$ cat src/rtl/ram256x16_arbiter_if.sv
// Two-requester RAM bus: port A/B request side plus the RAM-facing side.
interface ram256x16_arbiter_if;
   logic        a_req;
   logic        b_req;
   logic        a_we;
   logic        b_we;
   logic        a_lock;
   logic        b_lock;
   logic [7:0]  a_addr;
   logic [7:0]  b_addr;
   logic [15:0] a_wd;
   logic [15:0] b_wd;
   logic        a_gnt;
   logic        b_gnt;
   logic        a_rvalid;
   logic        b_rvalid;
   logic [15:0] rdata;
   logic        wen;
   logic        ren;
   logic [7:0]  waddr;
   logic [7:0]  raddr;
   logic [15:0] wd;
   logic [15:0] rd;

   modport slave (
      input  a_req, b_req, a_we, b_we, a_lock, b_lock,
      input  a_addr, b_addr, a_wd, b_wd, rd,
      output a_gnt, b_gnt, a_rvalid, b_rvalid, rdata,
      output wen, ren, waddr, raddr, wd
   );

   modport master (
      output a_req, b_req, a_we, b_we, a_lock, b_lock,
      output a_addr, b_addr, a_wd, b_wd, rd,
      input  a_gnt, b_gnt, a_rvalid, b_rvalid, rdata,
      input  wen, ren, waddr, raddr, wd
   );
endinterface

$ cat src/rtl/ram256x16_arbiter.sv
// Two-port arbiter in front of a single-port 256x16 RAM with registered read data.
// Round-robin or fixed A-priority, plus a bounded lock for read-modify-write.
//
// state | meaning
// IDLE  | no owner, normal arbitration between A and B
// OWN_A | A holds the RAM under lock, B is never granted
// OWN_B | B holds the RAM under lock, A is never granted
module ram256x16_arbiter #(
   parameter int          FIXED_PRIO = 0,
   parameter int unsigned LOCK_MAX   = 15
) (
   input logic                 rwclk,
   input logic                 reset,
   ram256x16_arbiter_if.slave  bus
);

   typedef enum logic [1:0] {IDLE, OWN_A, OWN_B} state_t;

   localparam logic [7:0] LOCK_LIMIT = 8'(LOCK_MAX);

   state_t      state_q, state_d;
   logic        last_q, last_d;          // 1 = B was granted last
   logic [7:0]  lock_cnt_q, lock_cnt_d;
   logic [7:0]  cnt_inc;
   logic        rvalid_a_q, rvalid_b_q;
   logic        gnt_a, gnt_b;

   assign cnt_inc = (lock_cnt_q == 8'hFF) ? lock_cnt_q : lock_cnt_q + 8'd1;

   // Grant selection: lock owner first, then priority / round-robin.
   always_comb begin
      gnt_a = 1'b0;
      gnt_b = 1'b0;
      if (!reset) begin
         case (state_q)
            OWN_A: gnt_a = bus.a_req;
            OWN_B: gnt_b = bus.b_req;
            default: begin
               if (bus.a_req && bus.b_req) begin
                  if (FIXED_PRIO != 0 || last_q) gnt_a = 1'b1;
                  else                          gnt_b = 1'b1;
               end else begin
                  gnt_a = bus.a_req;
                  gnt_b = bus.b_req;
               end
            end
         endcase
      end
   end

   // Lock FSM next state; the owner drops the lock on any cycle with its LOCK low,
   // which covers both "granted without lock" and "idle without lock".
   always_comb begin
      state_d    = state_q;
      last_d     = last_q;
      lock_cnt_d = lock_cnt_q;
      if (gnt_a)      last_d = 1'b0;
      else if (gnt_b) last_d = 1'b1;
      case (state_q)
         IDLE: begin
            lock_cnt_d = 8'd0;
            if (gnt_a && bus.a_lock)      state_d = OWN_A;
            else if (gnt_b && bus.b_lock) state_d = OWN_B;
         end
         OWN_A: begin
            lock_cnt_d = cnt_inc;
            if (cnt_inc >= LOCK_LIMIT) begin
               state_d = IDLE;
               last_d  = 1'b0;
            end else if (!bus.a_lock) begin
               state_d = IDLE;
            end
         end
         OWN_B: begin
            lock_cnt_d = cnt_inc;
            if (cnt_inc >= LOCK_LIMIT) begin
               state_d = IDLE;
               last_d  = 1'b1;
            end else if (!bus.b_lock) begin
               state_d = IDLE;
            end
         end
         default: state_d = IDLE;
      endcase
   end

   // State, round-robin pointer, lock counter and read-valid pipeline.
   always_ff @(posedge rwclk) begin
      if (reset) begin
         state_q    <= IDLE;
         last_q     <= 1'b1;
         lock_cnt_q <= 8'd0;
         rvalid_a_q <= 1'b0;
         rvalid_b_q <= 1'b0;
      end else begin
         state_q    <= state_d;
         last_q     <= last_d;
         lock_cnt_q <= lock_cnt_d;
         rvalid_a_q <= gnt_a & ~bus.a_we;
         rvalid_b_q <= gnt_b & ~bus.b_we;
      end
   end

   // RAM-side command mux; everything parks at zero when nobody is granted.
   always_comb begin
      bus.a_gnt = gnt_a;
      bus.b_gnt = gnt_b;
      bus.wen   = (gnt_a & bus.a_we) | (gnt_b & bus.b_we);
      bus.ren   = (gnt_a & ~bus.a_we) | (gnt_b & ~bus.b_we);
      bus.waddr = 8'd0;
      bus.wd    = 16'd0;
      if (gnt_a)      bus.waddr = bus.a_addr;
      else if (gnt_b) bus.waddr = bus.b_addr;
      bus.raddr = bus.waddr;
      if (gnt_a && bus.a_we)      bus.wd = bus.a_wd;
      else if (gnt_b && bus.b_we) bus.wd = bus.b_wd;
   end

   // Read return path; valid is masked while reset is held.
   always_comb begin
      bus.a_rvalid = rvalid_a_q & ~reset;
      bus.b_rvalid = rvalid_b_q & ~reset;
      bus.rdata    = (bus.a_rvalid || bus.b_rvalid) ? bus.rd : 16'd0;
   end

endmodule

$ cat src/flat_wrapper.sv
// flat-port wrapper written by rule: the top's interface ports become plain ports
module ram256x16_arbiter_flat 
#(
   parameter int          FIXED_PRIO = 0,
   parameter int unsigned LOCK_MAX   = 15
)
  (rwclk, reset, bus_a_req, bus_b_req, bus_a_we, bus_b_we, bus_a_lock, bus_b_lock, bus_a_addr, bus_b_addr, bus_a_wd, bus_b_wd, bus_rd, bus_a_gnt, bus_b_gnt, bus_a_rvalid, bus_b_rvalid, bus_rdata, bus_wen, bus_ren, bus_waddr, bus_raddr, bus_wd);
  ram256x16_arbiter_if bus_i ();
  input logic rwclk;
  input logic reset;
  input wire logic [$bits(bus_i.a_req)-1:0] bus_a_req;
  input wire logic [$bits(bus_i.b_req)-1:0] bus_b_req;
  input wire logic [$bits(bus_i.a_we)-1:0] bus_a_we;
  input wire logic [$bits(bus_i.b_we)-1:0] bus_b_we;
  input wire logic [$bits(bus_i.a_lock)-1:0] bus_a_lock;
  input wire logic [$bits(bus_i.b_lock)-1:0] bus_b_lock;
  input wire logic [$bits(bus_i.a_addr)-1:0] bus_a_addr;
  input wire logic [$bits(bus_i.b_addr)-1:0] bus_b_addr;
  input wire logic [$bits(bus_i.a_wd)-1:0] bus_a_wd;
  input wire logic [$bits(bus_i.b_wd)-1:0] bus_b_wd;
  input wire logic [$bits(bus_i.rd)-1:0] bus_rd;
  output wire logic [$bits(bus_i.a_gnt)-1:0] bus_a_gnt;
  output wire logic [$bits(bus_i.b_gnt)-1:0] bus_b_gnt;
  output wire logic [$bits(bus_i.a_rvalid)-1:0] bus_a_rvalid;
  output wire logic [$bits(bus_i.b_rvalid)-1:0] bus_b_rvalid;
  output wire logic [$bits(bus_i.rdata)-1:0] bus_rdata;
  output wire logic [$bits(bus_i.wen)-1:0] bus_wen;
  output wire logic [$bits(bus_i.ren)-1:0] bus_ren;
  output wire logic [$bits(bus_i.waddr)-1:0] bus_waddr;
  output wire logic [$bits(bus_i.raddr)-1:0] bus_raddr;
  output wire logic [$bits(bus_i.wd)-1:0] bus_wd;
  assign bus_i.a_req = bus_a_req;
  assign bus_i.b_req = bus_b_req;
  assign bus_i.a_we = bus_a_we;
  assign bus_i.b_we = bus_b_we;
  assign bus_i.a_lock = bus_a_lock;
  assign bus_i.b_lock = bus_b_lock;
  assign bus_i.a_addr = bus_a_addr;
  assign bus_i.b_addr = bus_b_addr;
  assign bus_i.a_wd = bus_a_wd;
  assign bus_i.b_wd = bus_b_wd;
  assign bus_i.rd = bus_rd;
  assign bus_a_gnt = bus_i.a_gnt;
  assign bus_b_gnt = bus_i.b_gnt;
  assign bus_a_rvalid = bus_i.a_rvalid;
  assign bus_b_rvalid = bus_i.b_rvalid;
  assign bus_rdata = bus_i.rdata;
  assign bus_wen = bus_i.wen;
  assign bus_ren = bus_i.ren;
  assign bus_waddr = bus_i.waddr;
  assign bus_raddr = bus_i.raddr;
  assign bus_wd = bus_i.wd;
  ram256x16_arbiter #(.FIXED_PRIO(FIXED_PRIO), .LOCK_MAX(LOCK_MAX)) u_core (.rwclk(rwclk), .reset(reset), .bus(bus_i));
endmodule
$ cat config.mk
export PLATFORM = sky130hd
export DESIGN_NAME = ram256x16_arbiter_flat
export DESIGN_NICKNAME = d
export VERILOG_FILES = /design/src/rtl/ram256x16_arbiter_if.sv /design/src/rtl/ram256x16_arbiter.sv /design/src/flat_wrapper.sv
export SDC_FILE = /design/constraint.sdc
export NUM_CORES = 1
export LEC_CHECK = 0
export ABC_CLOCK_PERIOD_IN_PS = 3800
export CAP_MARGIN = 20
export CORE_MARGIN = 5
export CORE_UTILIZATION = 30
export DETAILED_ROUTE_END_ITERATION = 7
export GPL_TIMING_DRIVEN = 0
export PLACE_DENSITY = 0.85
export SYNTH_ARGS = -nofsm -noshare
export SYNTH_HDL_FRONTEND = slang
export SYNTH_SLANG_ARGS = --single-unit
$ cat constraint.sdc
create_clock -name rwclk -period 3.8 [get_ports rwclk]
set_clock_uncertainty 0.05 [all_clocks]
set_input_delay 1.14 -clock rwclk [delete_from_list [all_inputs] [get_ports rwclk]]
set_output_delay 1.14 -clock rwclk [all_outputs]
set_load 0.005 [all_outputs]
======== Word-level counts from Yosys, hierarchy flattened ========
Cells that the tools add are included.
operators by class
  add/sub/neg operators ................... 1
  multiply operators ...................... 0
  div/mod/pow operators ................... 0
  order comparisons ....................... 1
  equality and inequality tests ........... 6
  shift-type cells ........................ 0
  multiplexer cells ....................... 27
  bitwise logic cells ..................... 11
  reductions and logical operators ........ 10
operators with widths
  cell                   number
  $mux W16               3
  $mux W8                3
  $pmux W8 S2            1
  $mux W2                6
  $mux W1                10
  $add A8 B1 Y8 const B  1
  $eq A8 B8 Y1 const B   1
  $ge A8 B4 Y1 const B   1
  $and A1 B1 Y1          6
  $ne A3 B2 Y1 const B   2
  $pmux W1 S2            3
  $pmux W2 S3            1
  $logic_and A1 B1 Y1    5
  $ne A3 B1 Y1 const B   1
  $not A1 Y1             3
  $reduce_and A3 Y1      1
  $eq A2 B1 Y1 const B   1
  $eq A2 B2 Y1 const B   1
  $logic_not A2 Y1       1
  $or A1 B1 Y1           2
  $reduce_bool A2 Y1     1
  $reduce_or A2 Y1       1
  $logic_or A1 B1 Y1     1
storage, ports and cells
  bits in registers ....................... 13
  bits in latches ......................... 0
  memory bits (writable) .................. 0
  ROM bits ................................ 0
  input port bits ......................... 72
  output and inout port bits .............. 54
  logic and storage cells ................. 61
  memories kept ........................... 0

======== Depth between registers and ports, before layout ========
Gate-level depths: netlist of the first run.
  depth after elaboration ................. 8
  mapped depth ............................ 9
  mapped depth without buffers ............ 7

======== Least setup slack after synthesis of the first run ========
No wires, ideal clock.
  kind .................................... input port to output port
  start point ............................. in bus_b_req
  end point ............................... out bus_wd[10]
  arrival time ............................ 2.480 ns
  setup slack ............................. 0.130 ns
  stages on the path ...................... 6
  buffers on the path ..................... 2
  cell sequence ........................... or3b_1 > and4_1 > clkbuf_1 > nor3b_4 > buf_6 > a22o_1
between the ends
  longest elaborated chain between the ends .. 7
ends and longest elaborated chain
  what                 line                      source
  start, declared      flat_wrapper.sv:12        input wire logic [$bits(bus_i.b_req)-1:0] bus_b_req;
  $logic_and A1 B1 Y1  ram256x16_arbiter.sv:39   if (bus.a_req && bus.b_req) begin
  $mux W1              ram256x16_arbiter.sv:39
  $pmux W1 S2          ram256x16_arbiter.sv:35   case (state_q)
  $mux W1              ram256x16_arbiter.sv:34   if (!reset) begin
  $logic_and A1 B1 Y1  ram256x16_arbiter.sv:116  else if (gnt_b && bus.b_we) bus.wd = bus.b_wd;
  $mux W16             ram256x16_arbiter.sv:116
  $mux W16 (*)         ram256x16_arbiter.sv:115  if (gnt_a && bus.a_we) bus.wd = bus.a_wd;
  end, declared        flat_wrapper.sv:31        output wire logic [$bits(bus_i.wd)-1:0] bus_wd;
Mark *: on every way between the ends. The rest lies on a longest branch, timed or not.

======== Worst setup path after layout of the first run ========
Ends and elaborated chain as after synthesis.

==> results.md, run 1 <==
* Power, Total at roughly 0.00063 W
* Number of synthesized flops with an enable pin at 0
* Fin crit share at 100%
* Critical R2R Launch: u_core.state_q[0]
* Number of global-route vias before repair at roughly 1800
* Least-Margin Pin Slew at just under 500 ps
* N_diodes at 0
* ANT nets after route at 0
* CP Launch Type: primary input
* Status: finished with violations
* I/O Buffers at ~130
* Synth warn at 0
* Critical-path top delay cell: or3b_4
* Largest buffer count on any clock path at 2
* Largest net degree at the start of global routing at 11
* Final nets at 396
* Fin crit period at about 3800 ps
* Flop2flop setup slack at between 1500 and 2000 ps
* Post-Syn Instances at about 170
* Via density at about 5.0
* Fmax at ~260 MHz
* Kind of critical path: primary input to output pin
* Crit path DAT at roughly 2600 ps
* Initial antenna violation count at 0
* Final setup vio count at 1
* Leak Pwr at 1.21 nW
* Synthesized flop and latch total at 13
* Synth top area cells: dfxtp_1, a22o_1, nor2b_1
* Clk_lat worst skew at 250 ps
* Drc violations at 0
* VDD IR max at roughly 0.00015 V
* Worst stage delay on the critical path at 370 ps
* Vias at approximately 1900
* HP Start: u_core.lock_cnt_q[1]
* Clock Tree Root: clkbuf_8
* Max-Slew Margin vs Limit at ~67%
* Largest delay share family, worst path: simple AND/OR/NAND/NOR gates
* Critical Path Start: bus_b_req
* CTS tree: built
* Area Growth Syn to Fin at 118%
* Io pins at roughly 130
* Syn Area/Cell at 7.76 µm²
* Synthesized cell area at about 0.0013 mm²
* Filler Cell Count at between 300 and 400
* Total die area at 0.00576 mm²
* Wire length per cell at around 18 µm
* Num CTS Buffers at 3
* Sink Count at 13
* Pre-antenna DRT Iters at 4
* Post-DP HPWL at between 5000 and 6000 µm
* Final Hold Fails at 0
* Core area at ~0.0043 mm²
* Ys flop type: dfxtp_1
* Endpoint class of the critical path: output pin
* Synth area leader: dfxtp_1
* Post-route setup slack at -14.2 ps
* H-Tree Depth at 1
* DRT iter0 DRCs at slightly above 50
* Syn nets at ~250
* Routed wire length at 6520 µm
* Gr usage total at a little over a fifth
* Effective utilization at floorplan at roughly 30%
* Final GP Congestion at 0.821
* Max_cap viols at 0
* Violated checks: negative setup slack
* # hold bufs at CTS at 0
* Yosys top cell area share at roughly 20%
* Site row count at 24
* Clk slew on worst S/H paths at roughly 60 ps
* Sequential share of the synthesized area at 20.0%
* First-pass GRT wire length at around 10000 µm
* WP data required at 2610 ps
* Layout cell share with drive strength beyond 1 at a little over a quarter
* Final max-slew violation count at 0
* Commonest cells post-synth: a22o_1, nor2b_1, dfxtp_1
* Most numerous cell on the critical path: buf_6
* GR Overflow Total at 0
* Count leader, synth: a22o_1
* Hold Path Class: flop to flop
* RSZ-0062 raised after global routing: yes
* Die width at about 76 µm
* Asr flop ratio synth at 0%
* PwrDens at between 200 and 250 mW/mm²
* Buf+Inv Stages, Crit Path at 5
* Crit-path cells: buf_8 > or3b_4 > and4_4 > nor3b_4 > buf_6 > buf_6 > buf_6 > a22o_1 > buf_2
* Post-synth cell types at 42
* Worst Path Max Fanout at 4
* Finished Layout Cells at 370
* Die H at about 76 µm
* Placed cells at ~350
logic make-up after synthesis:
family / synth area share [%]
xor+xnor: 0.672
fa+ha+maj: 4.80
simple gates: 25.1
compound gates: 35.8
buf+inv: 12.8
flops: 20.0
mux: 0.864
layout make-up:
cell class                 instances  area (µm²)  share of cell area [%]
buffer                            16         106                    3.74
clock buffer                       4        45.0                    1.58
inverter                          11        41.3                    1.45
multi-input combinational        123         936                    32.9
sequential                        13         262                    9.19
tap                               52        65.1                    2.29
timing repair buffer             151        1390                    48.9
what timing repair did:
action / CTS / global route
gates cloned: 1 / 0
setup endpoints to repair: 52 / 39
pin swaps: 18 / 16
gates resized for setup: 162 / 20
buffers inserted: 25 / 5
state kept, by name, summed over array words and instances, names as in the netlist:
name	count
u_core.rvalid_b_q	1
u_core.rvalid_a_q	1
u_core.state_q	2
u_core.last_q	1
u_core.lock_cnt_q	8
tightest hold or removal path, stage by stage (launching register included):
cell      delay [ps]
dfxtp_1          340
nand2b_1          80
a21oi_1           50
layout by cell type (no fill, tap or decap), drive strengths merged, types with 2 or more instances in the layout:
cell / synthesis / final
o211ai: 4 / 4
o21ai: 8 / 8
nor2: 5 / 5
inv: 11 / 11
dlygate4sd2: 0 / 4
buf: 11 / 62
nand2b: 2 / 2
a31oi: 3 / 3
and4: 2 / 2
a22o: 25 / 25
clkdlybuf4s15: 0 / 3
o21bai: 2 / 2
clkbuf: 10 / 15
clkdlybuf4s50: 0 / 86
nor2b: 21 / 21
nand2: 2 / 2
ha: 5 / 5
dfxtp: 13 / 13
a21oi: 11 / 11
nand3: 5 / 5
nor3: 6 / 6
where the power goes:
part	internal, W	switching (W)
sequential	0.000144	0.00000590
clock	0.0000740	0.0000496
combinational	0.000224	0.000132
total	0.000442	0.000188
layer usage:
metal | vias to the layer above | GRT usage [%] | wire (µm)
li1 | 926 | - | -
met1 | 844 | 23.6 | 2560
met2 | 80 | 39.2 | 3380
met3 | 14 | 4.86 | 420
met4 | 0 | 7.83 | 163
met5 | - | 0 | 0
path summary, 6_finish.rpt:
kind                                              to  cells after the start
worst min-delay path            u_core.lock_cnt_q[1]                      2
worst min register to register  u_core.lock_cnt_q[1]                      2
worst max register to register     u_core.state_q[1]                      9
worst max-delay path                      bus_wd[10]                      9
stage by stage:
| stage | area, µm² | setup WS [ps] | hold WS, ps | TNS [ps] | utilization (%) |
|---|---|---|---|---|---|
| floorplan | 1300 | 130 | 425 | 0 | - |
| global placement | 2620 | -1050 | 449 | -36730 | 61.0 |
| detailed placement | 2620 | -1040 | 461 | -37080 | 61.0 |
| CTS | 2870 | -114 | 470 | -692 | 66.8 |
| global route | 2850 | -89.4 | 492 | -310 | 66.3 |
| finish | 2850 | -14.2 | 471 | -14.2 | 66.3 |
(Power assumes the default switching activity.)
==> inputs of run 2 (changes only) <==
--- a/config.mk
+++ b/config.mk
@@ -7,6 +7,7 @@
 export LEC_CHECK = 0
 export ABC_CLOCK_PERIOD_IN_PS = 3800
 export CAP_MARGIN = 20
+export CORE_ASPECT_RATIO = 1.5
 export CORE_MARGIN = 5
 export CORE_UTILIZATION = 30
 export DETAILED_ROUTE_END_ITERATION = 7
==> run 2 against run 1 <==
Compared with the run above: the flow now finishes without violations; hold slack got worse by 10 ps; total power about the same; register-to-register slack improved by 50 ps; count of clock-buffer cells in the layout unchanged; sequential power about the same; largest cell class unchanged; highest routed layer unchanged.
==> results.md, run 2 (synthesized netlist as in run 1, its figures left out) <==
* Wire length per cell at 16.9 µm (-4.0%)
* Post-route setup slack at 17.5 ps (+31.7 ps)
* Clk_lat worst skew at 250 ps (about the same)
* Design internal power at 0.000441 W (-0.23%)
* WP data required at 2610 ps (about the same)
* Die width at 63.8 µm (-16%)
* Die H at 90.7 µm (+20%)
* Sink Count at 13 (unchanged)
* Combinational power share at 55.7% (-0.8 points)
* Leak Pwr at 1.22 nW (+0.90%)
* HP Start: u_core.lock_cnt_q[1]
* Final setup vio count at 0 (-1)
* Largest buffer count on any clock path at 2 (unchanged)
* Post-Place Cell Area at 0.00261 mm² (-0.29%)
* Clock Tree Root: clkbuf_8
* Top reg by flops: u_core.lock_cnt_q
* Gr usage total at 20.8% (-0.61 points)
* H-Tree Depth at 1 (unchanged)
* Max-Slew Margin vs Limit at 69.6% (+2.6 points)
* Fin crit period at 3780 ps (-31.7 ps)
* Pre-antenna DRT Iters at 4 (unchanged)
* WHS Endpoint: u_core.lock_cnt_q[1]
* Endpoint class of the critical path: output pin
* Number of global-route vias before repair at 1847 (+2.2%)
* CTS tree: built
* Fin crit share at 99.5% (-0.84 points)
* Site row count at 29 (+21%)
* Kind of critical path: primary input to output pin
* Routed wire length at 6180 µm (-5.3%)
* Worst Hold Path Cells at 2 (unchanged)
* R2r endpoint: u_core.state_q[1]
* N_diodes at 0 (unchanged)
* R2R cell count at 9 (unchanged)
* Largest regs: u_core.lock_cnt_q: 8 flops, u_core.state_q: 2 flops
* Most common cell after layout, fill and taps aside: clkdlybuf4s50_1
* Area Growth Syn to Fin at 118% (about the same)
* Critical R2R Launch: u_core.state_q[1]
* Final nets at 397 (+0.25%)
* Commonest cells after routing, fill and taps aside: clkdlybuf4s50_1, a22o_1, nor2b_1, buf_4, buf_2
* Post-Route Utilization at 67.5% (+1.3 points)
* Total die area at 0.00579 mm² (+0.48%)
* I/O Buffers at 125 (unchanged)
* Crit path DAT at 2590 ps (-30 ps)
* Effective utilization at floorplan at 31.0% (+0.61 points)
* Initial antenna violation count at 0 (unchanged)
* DRT iter0 DRCs at 55 (+7.8%)
* Io pins at 126 (unchanged)
* PwrDens at 222 mW/mm² (about the same)
* Via density at 5.15 (+2.2%)
* Worst Path Max Fanout at 3 (-1)
* Flop pwr share at 23.9% (about the same)
* Status: complete, no violations
* GR Overflow Total at 0 (unchanged)
* Final Hold Fails at 0 (unchanged)
* First-pass GRT wire length at 9670 µm (-3.4%)
* VDD IR max at 0.000210 V (+39%)
* Core area at 0.00421 mm² (-2.0%)
* Layout cell share with drive strength beyond 1 at 23.8% (-2.6 points)
* Fmax at 264 MHz (+0.84%)
* Clock Power Share at 20.3% (+0.7 points)
* Largest net degree at the start of global routing at 11 (unchanged)
* Post-DP HPWL at 4850 µm (-3.0%)
* Final max-slew violation count at 0 (unchanged)
* Filler Cell Count at 330 (-9.1%)
* Vias at 1879 (+0.80%)
* RSZ-0062 raised after global routing: yes
* Post-route cell area at 0.00284 mm² (about the same)
* Post-route setup TNS at 0 ps (+14.2 ps)
* CP Launch Type: primary input
* Least-Margin Pin Slew at 457 ps (-38.8 ps)
* Max reg flops at 8 (unchanged)
* Drc violations at 0 (unchanged)
* Num CTS Buffers at 3 (unchanged)
* Post-placement setup slack at -1080 ps (-36.9 ps)
* Switching Fraction at 29.9% (+0.12 points)
* Clk slew on worst S/H paths at 60 ps (about the same)
* Hold Path Class: flop to flop
* ANT nets after route at 0 (unchanged)
* Max_cap viols at 0 (unchanged)
* Sw power at 0.000189 W (+0.35%)
* Flop2flop setup slack at 1650 ps (+50 ps)
* Final GP Congestion at 0.864 (+5.3%)
==> run 2: cell count changes in the layout (fill, tap and decap cells not counted), moves of 2 or more <==
cell / previous run / this run
clkdlybuf4s15_1: 2 / 4
buf_6: 20 / 16
buf_2: 24 / 18
buf_4: 16 / 21
dlygate4sd2_1: 4 / 11
clkbuf_2: 4 / 2
==> run 2: through the flow <==
| step | hold WS, ps | cells | power, W |
|---|---|---|---|
| floorplan | 425 | 168 | 0.000284 |
| global placement | 448 | 339 | 0.000465 |
| detailed placement | 449 | 339 | 0.000472 |
| CTS | 458 | 366 | 0.000632 |
| global route | 492 | 365 | 0.000667 |
| finish | 461 | 365 | 0.000630 |
==> run 2: how the worst max path moves through the flow <==
stage	start	end	slack, ps	depth (start not counted)
final	bus_b_req	bus_wd[2]	20	9
after global routing	bus_b_req	bus_wd[2]	-60	9
after CTS	bus_a_req	bus_wd[6]	-120	10
after detailed placement	bus_b_req	bus_wd[7]	-1080	8
after global placement	bus_b_req	bus_wd[7]	-1070	8
after floorplan	bus_b_req	bus_wd[10]	130	6
==> run 2: power by group through the flow <==
stage               Combinational (W)  Sequential (W)  Clock (W)
finish                       0.000351        0.000151   0.000128
detailed placement           0.000319        0.000153          0
global placement             0.000313        0.000152          0
global route                 0.000379        0.000153   0.000135
CTS                          0.000351        0.000150   0.000131
floorplan                    0.000132        0.000151          0
==> run 2: what timing repair did <==
item | 4_1_cts | 5_1_grt
setup buffers | 23 | 4
endpoints found under the setup margin | 52 | 38
resized for setup | 146 | 10
pin swaps | 20 | 9
hold buffers | 0 | 0
gates cloned | 2 | 0
==> run 2: worst max-delay path, stage by stage <==
cell and delay, ps:
buf_8 80, or3b_4 390, and4_4 180, nor3b_4 250, buf_6 150, buf_6 90
buf_6 80, a22o_1 110, buf_2 110
==> run 2: layout make-up <==
class / instances / area (µm²) / share of cell area [%]
buffer: 19 / 129 / 4.53
clock buffer: 4 / 45.0 / 1.58
inverter: 11 / 43.8 / 1.54
multi-input combinational: 123 / 927 / 32.6
sequential: 13 / 263 / 9.24
tap: 46 / 57.6 / 2.02
timing repair buffer: 149 / 1380 / 48.5
==> run 2: routing by layer <==
layer	track usage [%]	share of wire (%)	up-vias
li1	-	-	917
met1	20.2	34	853
met2	39.3	54	94
met3	5.73	9.1	15
met4	8.67	2.7	0
met5	0	0	-
==> variant: new RTL, config.mk and constraints of run 2 <==
`FIXED_PRIO` is set to 0 in 2 places; all go to 1.
--- a/src/rtl/ram256x16_arbiter.sv
+++ b/src/rtl/ram256x16_arbiter.sv
@@ -6,7 +6,7 @@
 // OWN_A | A holds the RAM under lock, B is never granted
 // OWN_B | B holds the RAM under lock, A is never granted
 module ram256x16_arbiter #(
-   parameter int          FIXED_PRIO = 0,
+   parameter int          FIXED_PRIO = 1,
    parameter int unsigned LOCK_MAX   = 15
 ) (
    input logic                 rwclk,
--- a/src/flat_wrapper.sv
+++ b/src/flat_wrapper.sv
@@ -1,7 +1,7 @@
 // flat-port wrapper written by rule: the top's interface ports become plain ports
 module ram256x16_arbiter_flat 
 #(
-   parameter int          FIXED_PRIO = 0,
+   parameter int          FIXED_PRIO = 1,
    parameter int unsigned LOCK_MAX   = 15
 )
   (rwclk, reset, bus_a_req, bus_b_req, bus_a_we, bus_b_we, bus_a_lock, bus_b_lock, bus_a_addr, bus_b_addr, bus_a_wd, bus_b_wd, bus_rd, bus_a_gnt, bus_b_gnt, bus_a_rvalid, bus_b_rvalid, bus_rdata, bus_wen, bus_ren, bus_waddr, bus_raddr, bus_wd);
Check against the original RTL: not equivalent (a bounded check fails within 4 cycles, from zero or initial values and one cycle with reset high).
==> variant against run 2 <==
- sequential cell count down 1
- global-route usage is 0.97 points lower
- wire length is 1.3% lower
- sequential power down 13%
- cell area decreased by 2.2%
- via count decreased by 0.11%
- die area up 0.50%
- non-clock buffer count decreased by 4
- area after synthesis rose by 0.58%
- power fell by 28%
- clock power down 11%
- register-to-register slack worse by 0.05 ns
- setup slack better by 0.10 ns
- critical path type unchanged
- largest power group unchanged
==> variant: results (changes against run 2) <==
- The global placer's final weighted congestion was 0.9129 (was 0.8644).
- The met1 track demand over resource in global routing was 20.12% (was 20.18%).
- The global-route wire length before repair is 9.177 mm (was 9.666 mm).
- The post-synthesis sequential area ratio is 18.32% (was 19.96%).
- The number of vias in the routed layout is 1,877 (was 1,879).
- The internal reg-to-reg setup slack is 1.60 ns (was 1.65 ns).
- Cell types with the highest counts after synthesis: 25 x sky130_fd_sc_hd__nand2_1, 19 x sky130_fd_sc_hd__nor2b_1, 16 x sky130_fd_sc_hd__a22o_1, 14 x sky130_fd_sc_hd__nand3_1, 13 x sky130_fd_sc_hd__a21oi_1 (was 25 x sky130_fd_sc_hd__a22o_1, 21 x sky130_fd_sc_hd__nor2b_1, 13 x sky130_fd_sc_hd__dfxtp_1, 11 x sky130_fd_sc_hd__a21oi_1, 11 x sky130_fd_sc_hd__inv_1).
- The met3 layer usage reported by global route is 5.432% (was 5.729%).
- The arrival time at the worst endpoint came to 2.49 ns (was 2.59 ns).
- The normalized max-slew margin was 72.66% (was 69.56%).
- The number of design-rule violations left by the first detailed-router iteration is 92 (was 55).
- Outcome: completed (unchanged).
- The highest clock frequency the design can meet is 271.6 MHz (was 264.4 MHz).
- The number of library cell types mapped by synthesis came to 39 (was 42).
- The peak supply drop came to 0.0001686 V (was 0.0002104 V).
- The largest driver fanout on the critical path is 6 (was 3).
- The cell count after placement came to 352 (was 339).
- The static leakage came to 1.280 nW (was 1.221 nW).
- The number of fillers in the final layout came to 371 (was 330).
- The number of global-route vias before repair was 1,894 (was 1,847).
- The net count of the finished layout is 406 (was 397).
- The wire length per cell after detailed routing is 16.35 um (was 16.92 um).
- The fraction of layout instances using a drive strength above 1 is 18.96% (was 23.82%).
- The worst hold margin is 0.4538 ns (was 0.4608 ns).
- The cell count of the worst reg-to-reg path is 10 (was 9).
- Dominant cells by area after synthesis: sky130_fd_sc_hd__dfxtp_1 18%, sky130_fd_sc_hd__a22o_1 11%, sky130_fd_sc_hd__nor2b_1 9.1%, sky130_fd_sc_hd__nand2_1 7.2%, sky130_fd_sc_hd__buf_4 6.9% (was sky130_fd_sc_hd__dfxtp_1 20%, sky130_fd_sc_hd__a22o_1 17%, sky130_fd_sc_hd__nor2b_1 10%, sky130_fd_sc_hd__ha_1 4.8%, sky130_fd_sc_hd__buf_4 4.6%).
==> variant: kinds of logic (layout without fill, tap and decap cells) <==
family / after synthesis / in the layout / synth area share, %
AND/OR/NAND/NOR: 91 / 91 / 36.64
AO/OA/AOI/OAI: 44 / 44 / 25.95
buffers and inverters: 27 / 173 / 12.79
flip-flops: 12 / 12 / 18.32
adder cells (fa/ha/maj): 5 / 5 / 4.771
XOR/XNOR: 1 / 1 / 0.6681
multiplexers: 1 / 1 / 0.8587
==> variant: power by group through the flow <==
stage                     Clock [mW]  Sequential [mW]  Combinational [mW]
after global placement             0            0.133               0.201
after detailed placement           0            0.133               0.204
final                          0.114            0.131               0.206
after floorplan                    0            0.133              0.0638
after CTS                      0.116            0.131               0.205
after global routing           0.122            0.131               0.221
==> variant: layout make-up <==
cell class	instances	area (sq um)	share of cell area, %
Sequential cell	12	240.2	8.645
Timing Repair Buffer	145	1335	48.04
Multi-Input combinational cell	142	923.4	33.23
Tap cell	46	57.56	2.071
Buffer	19	158.9	5.718
Inverter	6	22.52	0.8104
Clock buffer	3	41.29	1.486
==> variant: routing by layer <==
metal  share of wire, %  up-vias
met4                2.0        0
met3                8.1       11
met5                  0        -
li1                   -      937
met2                 55       95
met1                 35      834
==> variant: what timing repair did <==
item	4_1_cts	5_1_grt
gates resized for setup	82	9
hold buffers	0	0
buffers inserted	18	0
gates cloned	2	0
setup endpoints to repair	52	25
pin swaps	5	3
==> variant: worst max-delay path by stage <==
stage	to	slack (ns)	from
after CTS	bus_wd[9]	-0.03	bus_a_we
after detailed placement	bus_wd[9]	-0.99	reset
after global placement	bus_wd[9]	-1.0	reset
after floorplan	bus_wd[10]	0.36	reset
after global routing	bus_wd[5]	0.04	bus_a_req
final	bus_wd[5]	0.12	reset
